[src/rtl/scmi_irq_collector.sv]
// scmi_irq_collector
//   Turns the SCMI mailbox's single-cycle doorbell/completion pulses into
//   level, maskable interrupts. Each channel keeps a pending state that is
//   cleared by an explicit ack, plus a saturating event counter. A watchdog
//   flags a doorbell left pending for TIMEOUT_CYCLES cycles.
// Ports
//   clk_i, rst_i        clock, asynchronous active-high reset
//   doorbell_pulse_i    1-cycle doorbell event from the mailbox
//   completion_pulse_i  1-cycle completion event from the mailbox
//   db_ack_i, cmp_ack_i clear the doorbell / completion pending state
//   irq_mask_i          [0] doorbell irq enable, [1] completion irq enable
//   cnt_clr_i           synchronous clear of both event counters
//   timeout_clr_i       clears the sticky watchdog flag
//   doorbell_irq_o      level doorbell interrupt
//   completion_irq_o    level completion interrupt
//   db_count_o          saturating doorbell pulse count
//   cmp_count_o         saturating completion pulse count
//   db_timeout_o        sticky watchdog flag
module scmi_irq_collector #(
  parameter int CNT_WIDTH      = 8,
  parameter int TIMEOUT_CYCLES = 1024
) (
  input  logic                 clk_i,
  input  logic                 rst_i,
  input  logic                 doorbell_pulse_i,
  input  logic                 completion_pulse_i,
  input  logic                 db_ack_i,
  input  logic                 cmp_ack_i,
  input  logic [1:0]           irq_mask_i,
  input  logic                 cnt_clr_i,
  input  logic                 timeout_clr_i,
  output logic                 doorbell_irq_o,
  output logic                 completion_irq_o,
  output logic [CNT_WIDTH-1:0] db_count_o,
  output logic [CNT_WIDTH-1:0] cmp_count_o,
  output logic                 db_timeout_o
);

  localparam int TMR_WIDTH = (TIMEOUT_CYCLES > 0) ? $clog2(TIMEOUT_CYCLES + 1) : 1;
  localparam bit WDOG_EN   = (TIMEOUT_CYCLES != 0);
  localparam logic [TMR_WIDTH-1:0] TMR_LAST =
    WDOG_EN ? TMR_WIDTH'(TIMEOUT_CYCLES - 1) : '0;

  localparam logic [1:0] ST_IDLE    = 2'd0;
  localparam logic [1:0] ST_PEND    = 2'd1;
  localparam logic [1:0] ST_EXPIRED = 2'd2;

  logic [1:0]           db_state, db_state_nxt;
  logic [1:0]           cmp_state, cmp_state_nxt;
  logic [TMR_WIDTH-1:0] tmr, tmr_nxt;
  logic                 expire;
  logic                 timeout_q;
  logic [CNT_WIDTH-1:0] db_cnt, cmp_cnt;

  function automatic logic [CNT_WIDTH-1:0] cnt_next(
    input logic [CNT_WIDTH-1:0] cur,
    input logic                 pulse,
    input logic                 clr
  );
    logic [CNT_WIDTH-1:0] base;
    // A clear folds in the same-cycle pulse so nothing is lost.
    base = clr ? '0 : cur;
    if (pulse && (base != '1)) begin
      return base + 1'b1;
    end
    return base;
  endfunction

  // Doorbell channel with watchdog. Pulse beats ack; a pulse+ack while
  // pending re-arms the timer, a lone pulse while pending does not.
  always_comb begin
    db_state_nxt = db_state;
    tmr_nxt      = tmr;
    expire       = 1'b0;
    case (db_state)
      ST_IDLE: begin
        tmr_nxt = '0;
        if (doorbell_pulse_i) begin
          db_state_nxt = ST_PEND;
        end
      end
      ST_PEND: begin
        if (doorbell_pulse_i && db_ack_i) begin
          tmr_nxt = '0;
        end else if (db_ack_i) begin
          db_state_nxt = ST_IDLE;
          tmr_nxt      = '0;
        end else if (WDOG_EN && (tmr == TMR_LAST)) begin
          db_state_nxt = ST_EXPIRED;
          tmr_nxt      = '0;
          expire       = 1'b1;
        end else if (WDOG_EN) begin
          tmr_nxt = tmr + 1'b1;
        end
      end
      ST_EXPIRED: begin
        tmr_nxt = '0;
        if (doorbell_pulse_i && db_ack_i) begin
          db_state_nxt = ST_PEND;
        end else if (db_ack_i) begin
          db_state_nxt = ST_IDLE;
        end
      end
      default: begin
        db_state_nxt = ST_IDLE;
        tmr_nxt      = '0;
      end
    endcase
  end

  always_comb begin
    cmp_state_nxt = cmp_state;
    case (cmp_state)
      ST_IDLE: begin
        if (completion_pulse_i) begin
          cmp_state_nxt = ST_PEND;
        end
      end
      ST_PEND: begin
        if (cmp_ack_i && !completion_pulse_i) begin
          cmp_state_nxt = ST_IDLE;
        end
      end
      default: cmp_state_nxt = ST_IDLE;
    endcase
  end

  always_ff @(posedge clk_i or posedge rst_i) begin
    if (rst_i) begin
      db_state  <= ST_IDLE;
      cmp_state <= ST_IDLE;
      tmr       <= '0;
      db_cnt    <= '0;
      cmp_cnt   <= '0;
      timeout_q <= 1'b0;
    end else begin
      db_state  <= db_state_nxt;
      cmp_state <= cmp_state_nxt;
      tmr       <= tmr_nxt;
      db_cnt    <= cnt_next(db_cnt, doorbell_pulse_i, cnt_clr_i);
      cmp_cnt   <= cnt_next(cmp_cnt, completion_pulse_i, cnt_clr_i);
      // Set has priority over clear.
      if (expire) begin
        timeout_q <= 1'b1;
      end else if (timeout_clr_i) begin
        timeout_q <= 1'b0;
      end
    end
  end

  // Mask gates only the outputs; pending state keeps tracking underneath.
  assign doorbell_irq_o   = (db_state != ST_IDLE) & irq_mask_i[0];
  assign completion_irq_o = (cmp_state != ST_IDLE) & irq_mask_i[1];
  assign db_count_o       = db_cnt;
  assign cmp_count_o      = cmp_cnt;
  assign db_timeout_o     = WDOG_EN ? timeout_q : 1'b0;

endmodule
[config.mk]
export PLATFORM = sky130hd
export DESIGN_NAME = scmi_irq_collector
export DESIGN_NICKNAME = d
export VERILOG_FILES = /design/src/rtl/scmi_irq_collector.sv
export SDC_FILE = /design/constraint.sdc
export NUM_CORES = 1
export LEC_CHECK = 0
export CAP_MARGIN = 40
export CORE_ASPECT_RATIO = 1.1
export CORE_MARGIN = 5
export CORE_UTILIZATION = 45
export DETAILED_ROUTE_END_ITERATION = 10
export PLACE_DENSITY = 0.82
export SLEW_MARGIN = 20
export SYNTH_ARGS = -nofsm -noshare
export SYNTH_HDL_FRONTEND = slang
export SYNTH_SLANG_ARGS = --single-unit
[constraint.sdc]
create_clock -name clk_i -period 2.5 [get_ports clk_i]
set_clock_uncertainty 0.15 [all_clocks]
set_input_delay 0.25 -clock clk_i [delete_from_list [all_inputs] [get_ports clk_i]]
set_output_delay 0.25 -clock clk_i [all_outputs]
set_load 0.05 [all_outputs]
==> results of run 1 <==
flip-flops by register name, summed over array words and instances (netlist names):
signal	flops
cmp_state	1
db_count_o	8
db_timeout_o	1
cmp_count_o	8
db_state	2
tmr	11
how the worst min path moves through the flow:
stage	startpoint	end	slack [ns]	cells past startpoint
6_report	rst_i	tmr[8]$_DFF_PP0_	0.07	2
5_1_grt	rst_i	tmr[8]$_DFF_PP0_	0.11	2
4_1_cts	rst_i	tmr[8]$_DFF_PP0_	0.09	2
3_5_place_dp	cmp_state[0]$_DFFE_PP0P_	cmp_state[0]$_DFFE_PP0P_	0.32	1
3_3_place_gp	cmp_state[0]$_DFFE_PP0P_	cmp_state[0]$_DFFE_PP0P_	0.31	1
2_1_floorplan	db_ack_i	db_state[1]$_DFFE_PP0P_	0.19	1
layout make-up:
type	instances	area [µm²]
well taps	48	60.06
repair buffers	31	302.8
clock buffers	5	37.54
clock inverters	3	15.01
multi-input cells	116	753.2
fillers	322	1384
inverters	8	30.03
flip-flops and latches	31	775.7
synth_stat cells:
| master | instances | area [µm²] |
|---|---|---|
| o31ai_2 | 1 | 12.51 |
| o211ai_1 | 1 | 7.510 |
| nand3_2 | 1 | 10.01 |
| buf_2 | 2 | 10.01 |
| buf_4 | 1 | 7.510 |
| mux2_1 | 1 | 11.26 |
| nand4_1 | 4 | 25.02 |
| o311a_1 | 1 | 10.01 |
| dfrtp_1 | 31 | 775.7 |
| xor2_1 | 4 | 35.03 |
| a311oi_1 | 2 | 17.52 |
| and4b_1 | 1 | 10.01 |
| o21bai_1 | 3 | 22.52 |
| nand3_1 | 4 | 20.02 |
| xnor2_1 | 10 | 87.58 |
| and3_1 | 5 | 31.28 |
| o41ai_4 | 1 | 27.53 |
| maj3_1 | 1 | 10.01 |
| nor4_2 | 1 | 12.51 |
| nor3_1 | 4 | 20.02 |
| inv_1 | 8 | 30.03 |
| a31oi_1 | 4 | 25.02 |
| and2_1 | 3 | 18.77 |
| nor2_1 | 18 | 67.56 |
| nor4_1 | 1 | 6.260 |
| nand2_1 | 17 | 63.81 |
| ha_1 | 3 | 37.54 |
| a21oi_1 | 3 | 15.01 |
| nor3b_1 | 1 | 7.510 |
| nand2b_1 | 4 | 25.02 |
| nor2b_1 | 7 | 43.79 |
| a21o_1 | 1 | 7.510 |
| o31a_1 | 1 | 8.760 |
| o21ai_1 | 3 | 15.01 |
| nand3b_1 | 1 | 7.510 |
| mux2i_1 | 2 | 20.02 |
| o21a_1 | 1 | 7.510 |
| or2_1 | 1 | 6.260 |
power breakdown:
group          switching, W  internal [W]
combinational     0.0000980     0.0000611
clock              0.000178      0.000105
sequential        0.0000141      0.000517
total              0.000290      0.000683
routing by layer:
layer / part of all wire / vias up / wire length, µm
met5: 0 / - / 0
met4: 0.020 / 0 / 64
met3: 0.061 / 8 / 198
met2: 0.49 / 43 / 1583
met1: 0.43 / 603 / 1411
li1: - / 613 / -
cell families after synthesis:
| group | after synthesis | share of synthesized area |
|---|---|---|
| AOI/OAI and AO/OA | 22 | 0.1119 |
| xor gates and xnor gates | 14 | 0.07777 |
| adders and majority gates | 4 | 0.03016 |
| buffers and inverters | 11 | 0.03016 |
| DFF | 31 | 0.4921 |
| muxes | 3 | 0.01984 |
| and+or+nand+nor | 73 | 0.2381 |
stage by stage:
stage / std cells / instance area, µm²
after global placement: 234 / 1922
after floorplan: 158 / 1577
final: 242 / 1974
after global routing: 242 / 1974
after CTS: 242 / 1974
after detailed placement: 234 / 1922
==> results.toml, run 1 <==
[clocking]
clk_pin_slew_ns = 0.10
cts_made_buffers = 5
cts_setup_buffers = 0
ctsHtreeMaxLevel = 2
clock_path_buffers = 2
cts-root-buf = "clkbuf_4"
cts_tree = "built"
clock_latency_ns = 0.33
cts_hold_buf = 0
cts_sinks = 31
post_cts_resized = 0

[min_path]
hp-class = "in -> async"

[global_routing]
antenna_found_initial = 0
use_met1 = 0.1859
gr-total-overflow = 0
grtUsageTotal = 0.1537
grt_pass1_vias = 1284
use_met3 = 0.06037
grt_max_degree = 20
grt_use_met2 = 0.2415
busiest_layer = "met2"
grt_pass1_wl_mm = 5.706

[place]
port-buffer-count = 28
place.gp.congestion = 0.8661
place_ws_ns = 0.08204
dp_hpwl_mm = 2.471

[floorplanning]
die_x_um = 66.44
floorplan.rows = 22
start_util = 0.4694
die_area_mm2 = 0.004788
ioPinCount = 29
core_area_mm2 = 0.003358
die_h_um = 72.08

[final_layout]
final_cell_mix = "dfrtp_1 (31), clkdlybuf4s50_1 (28), nor2_1 (18)"
drive_gt1_frac = 0.07732
layout_commonest_cell = "dfrtp_1"
area_growth_pct = 25.24
antenna_cells = 0
fin_util = 0.5879
fin_nets = 206

[route]
drt-total-wl_mm = 3.257
first_pass_iters = 4
post-route-drc-count = 0
drt_iter0_drc = 42
detail-route-antenna-nets = 0
viasPerCell = 5.236
vias = 1267
avgRoutedWirePerCell_um = 13.46

[setup_path]
critPathLaunchType = "input port"
crit_buf_inv = 1
worstSetupEndpoint = "cmp_count_o[1]$_DFF_PP0_"
cp_slowest_cell = "clkdlybuf4s50_1"
timing.rr.start = "cmp_count_o[0]$_DFF_PP0_"
reg2reg_slack_ns = 0.43
cp.arrival_ns = 2.14
cp_max_fo = 4
r2r-end = "cmp_count_o[1]$_DFF_PP0_"
critPathKind = "in -> reg"
cp-end-kind = "flop"
path_delay_family = "buffers and inverters"
crit_start = "cnt_clr_i"
required_ns = 2.56
worstPathCellList = "clkdlybuf4s50_1 > nor2b_1 > ha_1 > nand2_1 > o41ai_4 > mux2_1"
crit_cells = 6
worstRegToRegCells = 5
max_stage_delay_ns = 0.46

[status]
status = "finished clean"

[power_and_ir_drop]
p_leak_nw = 0.8540
peakVddDrop_v = 0.0002855
p_per_area_mw_per_mm2 = 492.9
power_w = 0.0009731

[timing]
fin_crit_sh = 0.8298
final-setup-viol-count = 0
timing_worst_slew_pin_value_ns = 0.5089
hold_slack_ns = 0.07413
clock.fmax_mhz = 482.0
rsz0062_at_grt = "false"
report.final.slew_viol_count = 0
setup_tns_ns = 0
relSlewSlack = 0.6596
hold_viol = 0
postLayoutSetupSlackWorst_ns = 0.4255
timing.final.crit_period_ns = 2.075

[yosys]
synth_area_mm2 = 0.001577
yosys_warnings = 0
syn-num-nets = 171
postSynthAreaPerCell_um2 = 9.978
ys_ff_latch = 31
synth_cell_types = 38
postSynthCellCount = 158
ys_seq_area_frac = 0.4921

[run]
cap_violations = 0
(Power assumes the default switching activity.)
==> run 2, diff against run 1 <==
==> constraint.sdc (replaced) <==
create_clock -name clk_i -period 2.12 [get_ports clk_i]
set_clock_uncertainty 0.15 [all_clocks]
set_input_delay 0.212 -clock clk_i [delete_from_list [all_inputs] [get_ports clk_i]]
set_output_delay 0.212 -clock clk_i [all_outputs]
set_load 0.05 [all_outputs]
==> run 2 against run 1 <==
Compared with the run above:
- first-iteration DRC count down 19%
- clock power is 15% higher
- register-to-register slack worse by 0.17 ns
- die area unchanged
- sequential cell count stayed put
- final cell count is 2.1% higher
- sequential share of layout area fell by 0.51 points
- largest power group unchanged
- highest routed layer unchanged
==> results.toml, run 2 (synthesis gave the netlist of run 1 again) <==
[global_routing]
gr-total-overflow = 0
grtUsageTotal = 0.1493
grt_pass1_vias = 1244
grt_pass1_wl_mm = 5.464
antenna_found_initial = 0
grt_max_degree = 32

[setup_path]
reg2reg_slack_ns = 0.26
required_ns = 1.76
cp_max_fo = 6
path_delay_family = "buffers and inverters"
max_stage_delay_ns = 0.85
critPathKind = "reg -> out"
critPathLaunchType = "flop"
crit_buf_inv = 1
cp-end-kind = "output port"
cp_slowest_cell = "clkdlybuf4s50_1"
cp.arrival_ns = 1.63
worstPathCellList = "clkdlybuf4s50_1"

[run]
cap_violations = 0

[status]
status = "finished clean"

[clocking]
cts_sinks = 31
post_cts_resized = 0
clock_latency_ns = 0.32
cts-root-buf = "clkbuf_4"
clock_path_buffers = 2
cts_hold_buf = 0
cts_tree = "built"
clk_pin_slew_ns = 0.09
cts_setup_buffers = 0
ctsHtreeMaxLevel = 2
cts_made_buffers = 5

[power_and_ir_drop]
pwr-share-seq = 0.549
p_sw_frac = 0.2869
peakVddDrop_v = 0.0004260
p_leak_nw = 0.8729
p_per_area_mw_per_mm2 = 570.3
internal-power_w = 0.0008161
power.switching_w = 0.0003284
power_w = 0.001145
clkPwrFrac = 0.284
combPwrFrac = 0.166

[timing]
timing_worst_slew_pin_value_ns = 0.5085
rsz0062_at_grt = "false"
hold_viol = 0
fin_crit_sh = 0.9387
relSlewSlack = 0.6599
clock.fmax_mhz = 502.5
report.final.slew_viol_count = 0
final-setup-viol-count = 0
timing.final.crit_period_ns = 1.990

[final_layout]
drive_gt1_frac = 0.1106
area_growth_pct = 27.30
nFillCells = 295
largest-register = "tmr"
final_cell_mix = "dfrtp_1 (29), clkdlybuf4s50_1 (26), nor2_1 (18)"
fin_nets = 211
layout_commonest_cell = "dfrtp_1"
largest_register_ffs = 11
antenna_cells = 0
fin_util = 0.5976

[floorplanning]
start_util = 0.4694
die_h_um = 72.08
core_area_mm2 = 0.003358
ioPinCount = 29
floorplan.rows = 22
die_area_mm2 = 0.004788
die_x_um = 66.44

[route]
post-route-drc-count = 0
first_pass_iters = 4
vias = 1284
avgRoutedWirePerCell_um = 13.09
detail-route-antenna-nets = 0
drt-total-wl_mm = 3.234
viasPerCell = 5.198
drt_iter0_drc = 34

[place]
dp_hpwl_mm = 2.391
place.gp.congestion = 0.8426
port-buffer-count = 28

[min_path]
hp-class = "in -> async"
## run 2: cell count changes in the layout (fill, tap and decap cells not counted), sizes merged
cell / change
clkbuf: +2
clkinv: -2
buf: +7
clkdlybuf4s50: -2
## run 2: stage by stage
step | area (µm²) | setup TNS [ns] | hold slack [ns] | std cells | worst slack [ns]
global route | 2007 | 0 | 0.1330 | 247 | 0.02839
CTS | 2007 | 0 | 0.1063 | 247 | 0.09276
global placement | 1957 | 0 | 0.3051 | 239 | 0.05050
floorplan | 1579 | 0 | 0.1526 | 158 | 0.02719
finish | 2007 | 0 | 0.1155 | 247 | 0.1301
detailed placement | 1957 | -0.1551 | 0.3120 | 239 | -0.03766
## run 2: path summary, 6_finish.rpt
kind / start / end / depth (start not counted)
setup / recovery: cmp_count_o[4]$_DFF_PP0_ / cmp_count_o[4] / 1
hold / removal: rst_i / tmr[7]$_DFF_PP0_ / 3
setup reg to reg: cmp_count_o[1]$_DFF_PP0_ / cmp_count_o[3]$_DFF_PP0_ / 8
hold reg to reg: cmp_state[0]$_DFFE_PP0P_ / cmp_state[0]$_DFFE_PP0P_ / 1
max in group asynchronous: rst_i / cmp_count_o[1]$_DFF_PP0_ / 3
min in group clk_i: timeout_clr_i / db_timeout_o$_DFFE_PP0P_ / 2
## run 2: area by class of cell
class | instances | area, µm² | share of cell area
clock buffer | 7 | 45.04 | 0.02244
sequential | 31 | 778.2 | 0.3878
timing repair buffer | 36 | 335.3 | 0.1671
multi-input combinational | 116 | 753.2 | 0.3753
clock inverter | 1 | 5.005 | 0.002494
inverter | 8 | 30.03 | 0.01496
tap | 48 | 60.06 | 0.02993
## run 2: power groups by stage
| stage | logic (W) | registers, W | clock network [W] |
|---|---|---|---|
| finish | 0.000190 | 0.000629 | 0.000325 |
| global route | 0.000204 | 0.000633 | 0.000373 |
| CTS | 0.000193 | 0.000629 | 0.000342 |
| detailed placement | 0.000193 | 0.000640 | 0 |
| global placement | 0.000189 | 0.000638 | 0 |
| floorplan | 0.0000746 | 0.000682 | 0 |
## run 2: worst register-to-register path: cells and delay by family (launching register included)
family | cells | cell delay (ns)
flops | 1 | 0.39
compound gates | 1 | 0.37
simple gates | 3 | 0.30
buf+inv | 2 | 0.24
fa+ha+maj | 1 | 0.20
xor+xnor | 1 | 0.13
## run 2: layer usage
layer  vias up  wire [µm]  track usage
li1        628          -            -
met2        36       1648       0.2404
met3         4        160      0.05418
met1       616       1406       0.1800
met5         -          0            0
met4         0         19      0.06095
==> run 3, diff against run 2 <==
--- a/config.mk
+++ b/config.mk
@@ -10,7 +10,7 @@
 export CORE_MARGIN = 5
 export CORE_UTILIZATION = 45
 export DETAILED_ROUTE_END_ITERATION = 10
-export PLACE_DENSITY = 0.82
+export PLACE_DENSITY = 0.85
 export SLEW_MARGIN = 20
 export SYNTH_ARGS = -nofsm -noshare
 export SYNTH_HDL_FRONTEND = slang
==> constraint.sdc (replaced) <==
create_clock -name clk_i -period 1.6 [get_ports clk_i]
set_clock_uncertainty 0.15 [all_clocks]
set_input_delay 0.16 -clock clk_i [delete_from_list [all_inputs] [get_ports clk_i]]
set_output_delay 0.16 -clock clk_i [all_outputs]
set_load 0.05 [all_outputs]
==> run 3 against run 2 <==
Compared with the run above:
- the run now ends with negative setup slack left
- non-clock buffer count rose by 30
- final area rose by 31%
- highest routed layer unchanged
- power rose by 51%
- critical path depth rose by 6
- sequential cell count did not move
- clock power rose by 45%
==> results.toml, run 3 (synthesis gave the netlist of run 1 again) <==
[status]
status = "finished with violations"
violations = "negative setup slack"

[setup_path]
worstPathCellList = "nor2b_4 > ha_4 > buf_4 > and3_4 > and2_4 > o21bai_1 > a31oi_1"
critPathLaunchType = "flop"
critPathKind = "reg -> reg"
crit_buf_inv = 1
cp_max_fo = 2
required_ns = 1.67
max_stage_delay_ns = 0.42
cp_slowest_cell = "dfrtp_2"
cp.arrival_ns = 1.71
cp-end-kind = "flop"
path_delay_family = "simple AND/OR/NAND/NOR gates"

[final_layout]
area_growth_pct = 67.06
largest-register = "tmr"
antenna_cells = 0
final_cell_mix = "buf_4 (37), dfrtp_1 (25), buf_12 (17)"
final_cells = 276
largest_register_ffs = 11
drive_gt1_frac = 0.4561
layout_commonest_cell = "buf_4"
fin_nets = 241

[timing]
timing.final.crit_period_ns = 1.644
relSlewSlack = 0.6767
final-setup-viol-count = 6
setup_tns_ns = -0.1599
hold_slack_ns = 0.03931
postLayoutSetupSlackWorst_ns = -0.04393
clock.fmax_mhz = 608.3
rsz0062_at_grt = "true"
hold_viol = 0
timing_worst_slew_pin_value_ns = 0.4839
fin_crit_sh = 1.027
report.final.slew_viol_count = 0

[global_routing]
grt_use_met2 = 0.3032
busiest_layer = "met2"
grt_pass1_wl_mm = 6.762
use_met1 = 0.2302
gr-total-overflow = 0
antenna_found_initial = 0
grt_pass1_vias = 1435
grt_max_degree = 32
use_met3 = 0.05263
grtUsageTotal = 0.1867

[floorplanning]
start_util = 0.4694
core_area_mm2 = 0.003358
floorplan.rows = 22
die_area_mm2 = 0.004788
die_h_um = 72.08
die_x_um = 66.44
ioPinCount = 29

[place]
port-buffer-count = 28
dp_hpwl_mm = 2.786
place.gp.congestion = 0.8003
dp_cells = 261
place_ws_ns = -0.5465

[route]
first_pass_iters = 4
detail-route-antenna-nets = 0
drt_iter0_drc = 88
viasPerCell = 5.134
drt-total-wl_mm = 4.242
avgRoutedWirePerCell_um = 15.37
vias = 1417
post-route-drc-count = 0

[run]
cap_violations = 0

[clocking]
clock_latency_ns = 0.34
cts-root-buf = "clkbuf_4"
cts_tree = "built"
cts_made_buffers = 5
ctsHtreeMaxLevel = 2
clock_path_buffers = 2
clk_pin_slew_ns = 0.10
cts_sinks = 31

[power_and_ir_drop]
p_leak_nw = 1.172
peakVddDrop_v = 0.0005816
p_per_area_mw_per_mm2 = 657.6
power_w = 0.001732

[min_path]
hp-class = "in -> async"
==> run 3: cell types whose count changed in the layout (fill, tap and decap cells not counted), moves of 4 or more <==
cell,delta
nor2_2,+4
nor2_4,+7
buf_4,+27
dfrtp_2,+4
clkdlybuf4s50_1,-18
dfrtp_1,-4
buf_12,+17
nor2_1,-11
==> run 3: routing by layer <==
layer / share of wire / wire [µm]
met3: 0.044 / 186
met1: 0.39 / 1652
met2: 0.54 / 2301
met4: 0.024 / 101
met5: 0 / 0
==> run 3: where the power goes <==
group	switching [W]	internal (W)	leakage, nW	total [W]
Sequential	0.0000221	0.000811	0.412	0.000833
Combinational	0.000218	0.000211	0.727	0.000429
Clock	0.000267	0.000203	0.0341	0.000470
Total	0.000507	0.00123	1.17	0.00173
==> run 3: per-stage QoR <==
stage               instance area, µm²    util
floorplan                         1640       -
global placement                  2341  0.6971
detailed placement                2341  0.6971
CTS                               2462  0.7332
global route                      2634  0.7843
finish                            2634  0.7843
==> run 3: worst min-delay path, stage by stage <==
cell	delay [ns]
clkdlybuf4s50_1	0.40
inv_1	0.05
buf_4	0.35
==> run 3: repair_timing <==
item,in CTS,in global routing
setup endpoints to repair,12,20
pin swaps,5,9
gates resized for setup,9,32
hold endpoints to repair,0,0
hold buffers,0,0
setup buffers,3,5
==> run 3: layout make-up <==
class	count	area (µm²)
Clock buffer	6	51.30
Clock inverter	1	5.005
Fill cell	208	724.4
Inverter	8	30.03
Multi-Input combinational cell	116	963.4
Sequential cell	31	783.3
Tap cell	48	60.06
Timing Repair Buffer	66	740.7
==> run 3: path summary, 6_finish.rpt <==
kind	start	end	slack, ns	cells after the start
worst min-delay path	rst_i	tmr[10]$_DFF_PP0_	0.04	3
worst max-delay path	cmp_count_o[0]$_DFF_PP0_	cmp_count_o[4]$_DFF_PP0_	-0.04	7
min in group clk_i	timeout_clr_i	db_timeout_o$_DFFE_PP0P_	0.22	2
worst max register to register	cmp_count_o[0]$_DFF_PP0_	cmp_count_o[4]$_DFF_PP0_	-0.04	7
worst min register to register	cmp_state[0]$_DFFE_PP0P_	cmp_state[0]$_DFFE_PP0P_	0.33	1
max in group asynchronous	rst_i	cmp_count_o[1]$_DFF_PP0_	0.95	3
==> RTL edit, RTL diff (config.mk and constraints of run 2) <==
Register the outputs `doorbell_irq_o`, `completion_irq_o` and `db_timeout_o`, cleared by the reset; this adds one clock of latency there. The other outputs are not delayed to match.
--- a/src/rtl/scmi_irq_collector.sv
+++ b/src/rtl/scmi_irq_collector.sv
@@ -149,10 +149,18 @@
   end
 
   // Mask gates only the outputs; pending state keeps tracking underneath.
-  assign doorbell_irq_o   = (db_state != ST_IDLE) & irq_mask_i[0];
-  assign completion_irq_o = (cmp_state != ST_IDLE) & irq_mask_i[1];
   assign db_count_o       = db_cnt;
   assign cmp_count_o      = cmp_cnt;
-  assign db_timeout_o     = WDOG_EN ? timeout_q : 1'b0;
+  always_ff @(posedge clk_i or posedge rst_i) begin
+    if (rst_i) begin
+      doorbell_irq_o   <= '0;
+      completion_irq_o <= '0;
+      db_timeout_o     <= '0;
+    end else begin
+      doorbell_irq_o   <= (db_state != ST_IDLE) & irq_mask_i[0];
+      completion_irq_o <= (cmp_state != ST_IDLE) & irq_mask_i[1];
+      db_timeout_o     <= WDOG_EN ? timeout_q : 1'b0;
+    end
+  end
 
 endmodule
Check against the original RTL: not equivalent (a bounded check fails within 4 cycles, from zero or initial values and one cycle with rst_i high).
==> RTL edit against run 2 <==
Synthesized cell count shrank 3.2%. First-iteration DRC count grew 68%. Routed wire length grew 6.8%. Worst setup slack lost 0.056 ns. Sequential cell count grew 3. Total power grew 12%. Design area grew 7.1%. Critical path depth grew 6. Synthesized area grew 0.95%.
==> RTL edit: results <==
set metrics [dict create \
    ff2ff_setup_slack_ns 0.10 \
    synthTopCellsByArea "dfrtp_1 (53%), xnor2_1 (3.9%), nor2_1 (3.5%), xor2_1 (3.3%), a31oi_1 (3.1%)" \
    worstHoldStart "irq_mask_i[0]" \
    p_leak_nw 0.943 \
    critPathArrivalTime_ns 2.12 \
    htree_levels 2 \
    clkTransAtPathRegs_ns 0.10 \
    layout.nets 215 \
    path_max_fanout 4 \
    reg2reg_from "cmp_count_o[0]" \
    ys_types 37 \
    ys_seq_area_share_pct 53.5 \
    cp-startpoint "cnt_clr_i" \
    post_drt_wl_per_cell_um 13.8 \
    track_usage_pct 16.7 \
    ys.warnings.count 0 \
    timing.fmax_ghz 0.489 \
    largest_reg_flops 11 \
    layout-drive-gt1-share_pct 15.3 \
    vias_per_cell 5.23 \
    drtPass1Iterations 4 \
    grt_max_degree 29 \
    antenna_found_initial 0 \
    netlist_top_cells_count "dfrtp_1 (34), nor2_1 (15), nand2_1 (13), a31oi_1 (8)" \
    n_fill_cell 286 \
    numCtsBuffers 5 \
    synthesis.nets 166 \
    insertion_delay_ns 0.34 \
    regMostFlops "tmr" \
    grt_pass1_vias 1430 \
    synth_ff_type "dfrtp_1" \
    synth-async-reset-ratio_pct 100 \
    cts-root-buf "clkbuf_4" \
    critPathSlowestCell "clkdlybuf4s50_1" \
    vdd_drop_max_uv 325 \
    cts_setup_buffers 0 \
    diodes 0 \
    port_buffers 28 \
    status "finished, final reports clean" \
    holdCritPathClass "primary input to flip-flop" \
    pre_cts_slack_ns -0.298 \
    clockBufferDepth 2 \
    gp_congestion 0.864 \
    dp_hpwl_um 2540 \
    fin_tns_setup_ns 0 \
    power.switching_mw 0.360 \
    tightest_slew_ns 0.521 \
    drt_iter0_markers 57 \
    grt_pass1_wl_um 6130 \
    critPathMaxStageDelay_ns 0.53 \
]
[RTL edit: cell types whose count changed after synthesis, moves of 3 or more]
cell | before | now
a31oi_1 | 4 | 8
nor2_1 | 18 | 15
nand2_1 | 17 | 13
dfrtp_1 | 31 | 34
xnor2_1 | 10 | 7
[RTL edit: through the flow]
stage	cells	area, um2	hold slack [ns]
finish	251	2150	0.247
global route	251	2150	0.221
CTS	251	2150	0.225
detailed placement	242	2080	0.231
global placement	242	2080	0.216
floorplan	153	1620	0.152
[RTL edit: cells by family (layout without fill, tap and decap cells)]
family | count (synthesis) | in the layout | synth area share (%)
XOR/XNOR | 13 | 13 | 7.15
flip-flops | 34 | 34 | 53.5
adder cells (fa/ha/maj) | 4 | 4 | 2.99
AO/OA/AOI/OAI | 24 | 24 | 10.3
multiplexers | 2 | 2 | 1.41
buffers and inverters | 8 | 58 | 2.20
AND/OR/NAND/NOR | 68 | 68 | 22.5
[RTL edit: repair_timing]
item | in CTS | in global routing
resized for setup | 0 | 1
endpoints found under the hold margin | 6 | 0
hold buffers | 1 | 0
setup endpoints to repair | 0 | 1
[RTL edit: critical path, delay by kind of cell]
family	cells	cell delay (ns)
adder cells (fa/ha/maj)	1	0.15
buffers and inverters	1	0.53
multiplexers	1	0.33
AND/OR/NAND/NOR	4	0.89
[RTL edit: final cells by class]
cell class | instances | area (um2) | share of cell area (%)
Inverter | 6 | 22.5 | 1.05
Sequential cell | 34 | 856 | 39.8
Multi-Input combinational cell | 111 | 733 | 34.1
Tap cell | 48 | 60.1 | 2.79
Clock buffer | 7 | 55.1 | 2.56
Timing Repair Buffer | 44 | 418 | 19.4
Clock inverter | 1 | 5.00 | 0.233
[RTL edit: metal layers]
layer / GRT usage (%) / vias to the layer above / share of wire [%]
li1: - / 639 / -
met1: 18.4 / 633 / 42
met2: 27.4 / 33 / 51
met3: 6.35 / 8 / 5.0
met4: 9.48 / 0 / 2.3
met5: 0 / - / 0
[RTL edit: power groups by stage]
stage | Sequential, mW | Clock [mW] | Combinational (mW)
after CTS | 0.690 | 0.401 | 0.217
after floorplan | 0.758 | 0 | 0.0664
after global routing | 0.694 | 0.434 | 0.232
after global placement | 0.703 | 0 | 0.207
after detailed placement | 0.702 | 0 | 0.215
final | 0.691 | 0.381 | 0.214
[RTL edit: path summary, 6_finish.rpt]
path	to	depth (start not counted)
hold / removal	doorbell_irq_o	2
setup / recovery	cmp_count_o[1]	7
max in group asynchronous	db_count_o[1]	4
setup reg to reg	cmp_count_o[1]	6
min in group asynchronous	tmr[9]	3
hold reg to reg	db_timeout_o	0
